$ cat src/rtl/alu_iterative.sv
// alu_iterative: single-issue ALU with a Start/Busy/Done handshake.
// ADD/SUB/XOR/AND/OR complete in one cycle. SRL uses a serial shifter
// that shifts one bit per cycle. Unsupported codes complete with Error=1.
module alu_iterative #(
  parameter int WIDTH = 32,
  parameter int SHW   = 5
) (
  input  logic             clk,
  input  logic             reset,
  input  logic             Start,
  input  logic [3:0]       ALUControl,
  input  logic [WIDTH-1:0] A,
  input  logic [WIDTH-1:0] B,
  output logic [WIDTH-1:0] Result,
  output logic             Zero,
  output logic             Busy,
  output logic             Done,
  output logic             Error
);

  localparam logic [3:0] OP_AND = 4'b0000;
  localparam logic [3:0] OP_OR  = 4'b0001;
  localparam logic [3:0] OP_ADD = 4'b0010;
  localparam logic [3:0] OP_XOR = 4'b0100;
  localparam logic [3:0] OP_SUB = 4'b0110;
  localparam logic [3:0] OP_SRL = 4'b0111;

  typedef enum logic [1:0] {IDLE, SHIFT, DONE} state_t;

  state_t           state_q, state_d;
  logic [WIDTH-1:0] result_q, result_d;
  logic [WIDTH-1:0] shreg_q, shreg_d;
  logic [SHW-1:0]   cnt_q, cnt_d;
  logic             zero_q, zero_d;
  logic             error_q, error_d;

  logic [WIDTH-1:0] op_res;
  logic             op_err;
  logic [SHW-1:0]   shamt;

  assign shamt = B[SHW-1:0];

  // Single-cycle result for the code currently presented. SRL yields A,
  // which is the correct result only for a zero shift amount.
  always_comb begin
    op_res = '0;
    op_err = 1'b0;
    case (ALUControl)
      OP_ADD:  op_res = A + B;
      OP_SUB:  op_res = A - B;
      OP_XOR:  op_res = A ^ B;
      OP_AND:  op_res = A & B;
      OP_OR:   op_res = A | B;
      OP_SRL:  op_res = A;
      default: op_err = 1'b1;
    endcase
  end

  // Next-state logic. Visible outputs are written only on the transition
  // into DONE, so intermediate shift values never reach Result.
  always_comb begin
    state_d  = state_q;
    result_d = result_q;
    shreg_d  = shreg_q;
    cnt_d    = cnt_q;
    zero_d   = zero_q;
    error_d  = error_q;
    case (state_q)
      IDLE: begin
        if (Start) begin
          if (ALUControl == OP_SRL && shamt != '0) begin
            shreg_d = A;
            cnt_d   = shamt;
            state_d = SHIFT;
          end else begin
            result_d = op_res;
            zero_d   = (op_res == '0);
            error_d  = op_err;
            state_d  = DONE;
          end
        end
      end
      SHIFT: begin
        shreg_d = shreg_q >> 1;
        cnt_d   = cnt_q - 1'b1;
        if (cnt_q == SHW'(1)) begin
          result_d = shreg_q >> 1;
          zero_d   = ((shreg_q >> 1) == '0);
          error_d  = 1'b0;
          state_d  = DONE;
        end
      end
      DONE:    state_d = IDLE;
      default: state_d = IDLE;
    endcase
  end

  // State registers with synchronous reset; reset overrides Start.
  always_ff @(posedge clk) begin
    if (reset) begin
      state_q  <= IDLE;
      result_q <= '0;
      shreg_q  <= '0;
      cnt_q    <= '0;
      zero_q   <= 1'b0;
      error_q  <= 1'b0;
    end else begin
      state_q  <= state_d;
      result_q <= result_d;
      shreg_q  <= shreg_d;
      cnt_q    <= cnt_d;
      zero_q   <= zero_d;
      error_q  <= error_d;
    end
  end

  assign Result = result_q;
  assign Zero   = zero_q;
  assign Error  = error_q;
  assign Busy   = (state_q != IDLE);
  assign Done   = (state_q == DONE);

endmodule

$ cat config.mk
export PLATFORM = sky130hd
export DESIGN_NAME = alu_iterative
export DESIGN_NICKNAME = d
export VERILOG_FILES = /design/src/rtl/alu_iterative.sv
export SDC_FILE = /design/constraint.sdc
export NUM_CORES = 1
export LEC_CHECK = 0
export BUFFER_PORTS_ARGS = -buffer_cell sky130_fd_sc_hd__buf_2
export CORE_AREA = 5 5 130 162
export DETAILED_ROUTE_END_ITERATION = 12
export DIE_AREA = 0 0 135 167
export SYNTH_ARGS = -nofsm -noshare
export SYNTH_HDL_FRONTEND = slang
export SYNTH_SLANG_ARGS = --single-unit
$ cat constraint.sdc
create_clock -name clk -period 5.2 [get_ports clk]
set_input_delay 0 -clock clk [delete_from_list [all_inputs] [get_ports clk]]
set_output_delay 0 -clock clk [all_outputs]
set_load 0.005 [all_outputs]
==> results of run 1 <==
## cell usage in the layout (no fill, tap or decap), drive strengths merged, types with 8 or more instances in the layout
cell,Yosys,layout
a21o,16,16
a211oi,22,22
xor2,15,15
dfxtp,72,72
nor4,12,12
nor2,137,137
nand4,14,14
o21a,8,8
a311oi,31,31
nor3,9,9
mux2i,16,16
nand2,110,110
a22oi,18,18
o22ai,9,9
o21ai,48,48
a31oi,12,12
clkbuf,47,11
inv,87,87
a21oi,78,78
a221oi,24,24
nand3,9,9
ha,99,99
xnor2,40,40
buf,13,120
## power groups by stage
stage	Combinational (mW)	Sequential [mW]	Clock, mW
4_1_cts	0.657	0.594	0.611
3_3_place_gp	0.647	0.606	0
3_5_place_dp	0.650	0.606	0
6_report	0.663	0.594	0.605
5_1_grt	0.733	0.597	0.631
2_1_floorplan	0.449	0.601	0
## area by class of cell
class                      instances  area, µm²  area share, %
inverter                          87      326.6          3.759
timing repair buffer             126      695.7          8.007
tap                              265      331.6          3.816
multi-input combinational        817       5605          64.52
sequential                        72       1441          16.59
clock inverter                     4      45.04         0.5184
clock buffer                      11      242.7          2.794
## worst min-delay path: cells and delay by family
family,cells,cell delay (ns)
AO/OA/AOI/OAI,1,0.08
buffers and inverters,1,0.15
AND/OR/NAND/NOR,1,0.07
## path summary, 6_finish.rpt
kind / startpoint / end / slack, ns / cells after the start
setup / recovery: B[0] / Zero / 0.48 / 20
hold / removal: A[30] / shreg_q[30] / 0.007 / 3
hold reg to reg: Result[2] / Result[2] / 0.45 / 2
setup reg to reg: state_q[1] / Zero / 1.56 / 10
## flip-flops by register name (all words and copies together) (netlist names)
signal,cells
Result,32
shreg_q,31
cnt_q,5
state_q,2
Error,1
Zero,1
## cells by family (layout without fill, tap and decap cells)
family,count (synthesis),count (layout),synth area share (%)
and+or+nand+nor,333,333,19.68
buffers and inverters,147,228,7.480
muxes,17,17,2.262
AOI/OAI and AO/OA,312,312,28.58
DFF,72,72,19.02
adders and majority gates,100,100,16.61
xor gates and xnor gates,55,55,6.357
## layer usage
layer | up-vias | track usage [%]
met4 | 0 | 6.269
li1 | 3891 | -
met1 | 3747 | 31.84
met2 | 274 | 36.82
met3 | 34 | 1.690
met5 | - | 0
## what timing repair did
action / CTS / global route
resized for setup: 0 / 0
hold buffers: 6 / 0
hold endpoints to repair: 6 / 0
buffers inserted: 0 / 0
==> impl_results.md, run 1 <==
- Rel. slew slack: 32.91%
- Comb pwr share: 35.6%
- Ant diodes: 0
- Fin area: 0.008688 mm²
- Routed wl met3: 1497 µm
- Placed instance area: 0.008341 mm²
- Filler cell count: 2003
- Ports: 107
- Port buffer count: 106
- Detailed Route Iter0 Violations: 783
- Clk sinks: 72
- Critical Path Fanout Max: 8
- FP Rows: 57
- Post-Syn Nets: 1207
- WL met2: 12320 µm
- #FFs+latches synth: 72
- Yosys Warn Count: 0
- Max clock buf depth: 2
- EDFF count, synth: 0
- Setup TNS: 0 ns
- WP data arrival: 4.96 ns
- Global Route Usage Sum: 22.51%
- Gate Count Post-Synth: 1036
- GPL Wtd Cong: 0.9388
- Placed cells: 1361
- Top Metal Used: met4
- Worst Path Buf+Inv: 2
- Synth top area share: 19.02%
- Via Count: 7946
- Clk slew on worst S/H paths: 0.05 ns
- Worst slew pin tran: 1.006 ns
- Die area: 0.02255 mm²
- Drt pass-1 iters: 5
- Dpl ws: 0.5875 ns
- Top cells by count, synth: 137 x nor2_1, 110 x nand2_1, 99 x ha_1
- Post-Synthesis Cell Area: 0.007577 mm²
- Peak Freq: 211.8 MHz
- Total power draw: 1.862 mW
- Slowest CP cell: or4_1
- Fin util: 44.95%
- Chip width: 135 µm
- Data required, critical path: 5.44 ns
- Hold slack: 0.006573 ns
- Synth Area per Inst: 7.314 µm²
- Switching part of the total: 34.77%
- Post-synth top area cell: dfxtp_1
- Non-filler cells, final: 1382
- Worst Setup End Kind: flip-flop
- Worst setup margin: 0.4786 ns
- Internal power: 1.215 mW
- Fin crit period: 4.721 ns
- Max-capacitance violation count: 0
- Grt ovf: 0
- Chip Height: 167 µm
- H-tree Lvls: 3
- Number of global-route vias before repair: 7415
- Final setup fails: 0
- Post-synth top flop: dfxtp_1
- Fin crit share: 90.80%
- Maximum number of pins on one net before global-route repair: 73
- Family with the most delay on the worst path: simple AND/OR/NAND/NOR gates
- Type of the most critical hold path: in2reg
- Sequential-to-total area share from yosys stat: 19.02%
- PwrDens: 214.4 mW/mm²
- RSZ-0062 raised after global routing: no
- Fin. Hold Viols: 0
- Asr flop ratio synth: 0%
- Nets: 1284
- CP Launch Type: primary input
- DR WL/cell: 18.86 µm
- Initial Utilization: 39.21%
- CTS buffer count: 9
- Peak supply drop: 0.1697 mV
- Synth area leaders: dfxtp_1 19%, ha_1 16%, nor2_1 6.8%
- Net Sw Power: 0.6475 mW
- Top-count cell post-synth: nor2_1
- CTS root buffer: clkbuf_16
- ANT nets after route: 0
- Synth-to-layout area growth: 14.66%
- Post-synth cell types: 70
- CTS tree: built
- Cell leakage power: 3.904 nW
- DRC viols: 0
- Vias per std cell: 5.750
- Clock skew: 0.002996 ns
- Global-route wire length before repair: 41080 µm
- Critical path type: in2reg
- Status: completed
- Layout cells sized above 1: 14.50%
- Core area: 0.01933 mm²
- Slew Limit Fails: 0
- CP max stage delay: 0.58 ns
- Initial antenna violation count: 0
- Final wirelength: 26070 µm
- Met1 Wirelength: 11740 µm
- DP HPWL: 20280 µm
- Flop pwr share: 31.9%
- CP Cell Sequence: dlygate4sd3_1 -> buf_2 -> nor2_1 -> nand3_1 -> nor2_1 -> nand3_1 -> nor3_1 -> nor2_1 -> xnor2_1 -> ha_1 -> a21o_1 -> a21oi_1 -> o21a_1 -> o21ai_0 -> a21oi_1 -> o21ai_0 -> or4_1 -> nor4_2 -> nand4_1 -> o32ai_1
- Crit-path most repeated cell: nor2_1
- Clock share of power: 32.5%
- Worst-Skew Late Latency: 0.33 ns
Note: power is estimated with default switching activity, not from simulation.
==> run 2: changes to the inputs <==
==> constraint.sdc (replaced) <==
create_clock -name clk -period 5.2 [get_ports clk]
set_input_delay 1.04 -clock clk [delete_from_list [all_inputs] [get_ports clk]]
set_output_delay 1.04 -clock clk [all_outputs]
set_load 0.005 [all_outputs]
==> run 2 against run 1 <==
Effect of this change:
- core utilization rose by 1.9 points
- cell count rose by 3.6%
- total power rose by 0.69%
- flip-flop and latch count did not move
- sequential share of layout area fell by 0.68 points
- final area rose by 4.3%
- global-route usage rose by 0.26 points
- largest cell class unchanged
- die area did not move
- worst hold slack improved by 0.45 ns
- via count rose by 1.6%
- wire length rose by 1.1%
- maximum frequency fell by 4.3%
==> impl_results.md, run 2 (synthesis results as in run 1) <==
- Synth-to-layout area growth: 19.57%
- Max reg flops: 32
- Fin area: 0.009060 mm²
- DRC viols: 0
- Commonest non-fill, non-tap cells in the layout: 135 x nor2_1, 110 x nand2_1, 106 x buf_2
- Commonest non-fill, non-tap cell in the layout: nor2_1
- Ant diodes: 0
- CP max stage delay: 0.51 ns
- PwrDens: 207.0 mW/mm²
- CP Cell Sequence: buf_2 -> nor3_1 -> buf_4 -> and3_1 -> and3_1 -> nand2_1 -> nor3_1 -> buf_4 -> buf_4 -> a41oi_1 -> xnor2_1 -> ha_1 -> a21oi_1 -> o21ai_0 -> o21ba_2 -> xor2_1 -> o211ai_1 -> or3b_2 -> o32ai_1
- Max clock buf depth: 2
- Worst slew pin tran: 1.123 ns
- Slew Limit Fails: 0
- Chip Height: 167 µm
- Die area: 0.02255 mm²
- CTS root buffer: clkbuf_16
- Critical Path Fanout Max: 7
- Peak Freq: 202.8 MHz
- Clk slew on worst S/H paths: 0.06 ns
- Grt ovf: 0
- Drt pass-1 iters: 5
- RR Startpoint: state_q[1]
- Core area: 0.01933 mm²
- Filler cell count: 1979
- Worst Setup End Kind: flip-flop
- ANT nets after route: 0
- Hold Path Stages: 2
- Type of the most critical hold path: reg2reg
- Worst setup margin: 0.2682 ns
- GPL Wtd Cong: 0.9095
- Fin crit period: 4.932 ns
- Number of global-route vias before repair: 7699
- Clock skew: 0.005404 ns
- Initial Utilization: 39.21%
- Fin crit share: 94.84%
- Cell leakage power: 4.135 nW
- Placed instance area: 0.008778 mm²
- Dpl ws: 0.01027 ns
- CTS tree: built
- Status: completed
- # Post-CTS Setup Buffers: 0
- Port buffer count: 106
- Global Route Usage Sum: 22.78%
- Ports: 107
- Crit-path most repeated cell: buf_4
- Reg2reg path depth: 10
- Family with the most delay on the worst path: simple AND/OR/NAND/NOR gates
- RSZ-0062 raised after global routing: no
- Layout cells sized above 1: 19.02%
- Peak supply drop: 0.1570 mV
- Fin. Hold Viols: 0
- Maximum number of pins on one net before global-route repair: 72
- Data required, critical path: 5.45 ns
- Chip width: 135 µm
- Slowest CP cell: or3b_2
- Global-route wire length before repair: 41490 µm
- Nets: 1333
- DP HPWL: 20770 µm
- Initial antenna violation count: 0
- H-tree Lvls: 3
- Critical path type: in2reg
- Crit. Startpoint: B[2]
- Max-capacitance violation count: 0
- DR WL/cell: 18.41 µm
- Rel. slew slack: 24.75%
- CP Launch Type: primary input
- WP data arrival: 5.18 ns
- CP Depth: 19
- Clk sinks: 72
- Worst-Skew Late Latency: 0.34 ns
- Hold_sp: Result[2]
- Total power draw: 1.875 mW
- Via Count: 8070
- Final wirelength: 26360 µm
- Final setup fails: 0
- FP Rows: 57
- Vias per std cell: 5.635
- Detailed Route Iter0 Violations: 826
- Worst Path Buf+Inv: 4
- CTS buffer count: 9
-- run 2: changes by cell type in the layout (fill, tap and decap cells not counted), sizes merged --
cell         delta
bufinv          -1
clkinvlp        +4
dlygate4sd3     -6
clkbuf          -2
buf            +55
-- run 2: tightest hold or removal path, cell delays in order, from the launching register on --
cell and delay [ns]:
dfxtp_1 0.31, nand2_1 0.05, a21oi_1 0.05
-- run 2: layout make-up --
type,instances,area [µm²],area share [%]
Timing Repair Buffer,175,1061,11.71
Clock inverter,7,48.80,0.5386
Inverter,87,326.6,3.604
Sequential cell,72,1441,15.91
Multi-Input combinational cell,817,5625,62.09
Clock buffer,9,225.2,2.486
Tap cell,265,331.6,3.660
-- run 2: per-layer routing --
layer | wire length [µm] | global-route usage [%] | share of wire (%)
met5 | 0 | 0 | 0
met4 | 449 | 5.918 | 1.7
met3 | 1455 | 1.780 | 5.5
met2 | 12740 | 38.45 | 48
met1 | 11710 | 31.32 | 44
-- run 2: what timing repair did --
action,in CTS,in global routing
endpoints found under the hold margin,0,0
gates resized for setup,0,1
setup endpoints to repair,0,1
hold buffers,0,0
-- run 2: through the flow --
stage	cells	util (%)	TNS [ns]	hold slack, ns
3_5_place_dp	1416	45.42	0	0.4523
4_1_cts	1432	46.84	0	0.4606
2_1_floorplan	1036	-	0	0.4482
6_report	1432	46.88	0	0.4562
5_1_grt	1432	46.88	0	0.5141
3_3_place_gp	1416	45.42	-0.02822	0.4432
-- run 2: power breakdown --
group / internal [mW] / switching, mW
clock network: 0.321 / 0.247
logic: 0.300 / 0.414
registers: 0.575 / 0.0177
-- run 2: worst paths after layout --
check | to | slack, ns
hold / removal | Result[2] | 0.46
hold reg to reg | Result[2] | 0.46
setup reg to reg | Zero | 1.52
setup / recovery | Zero | 0.27
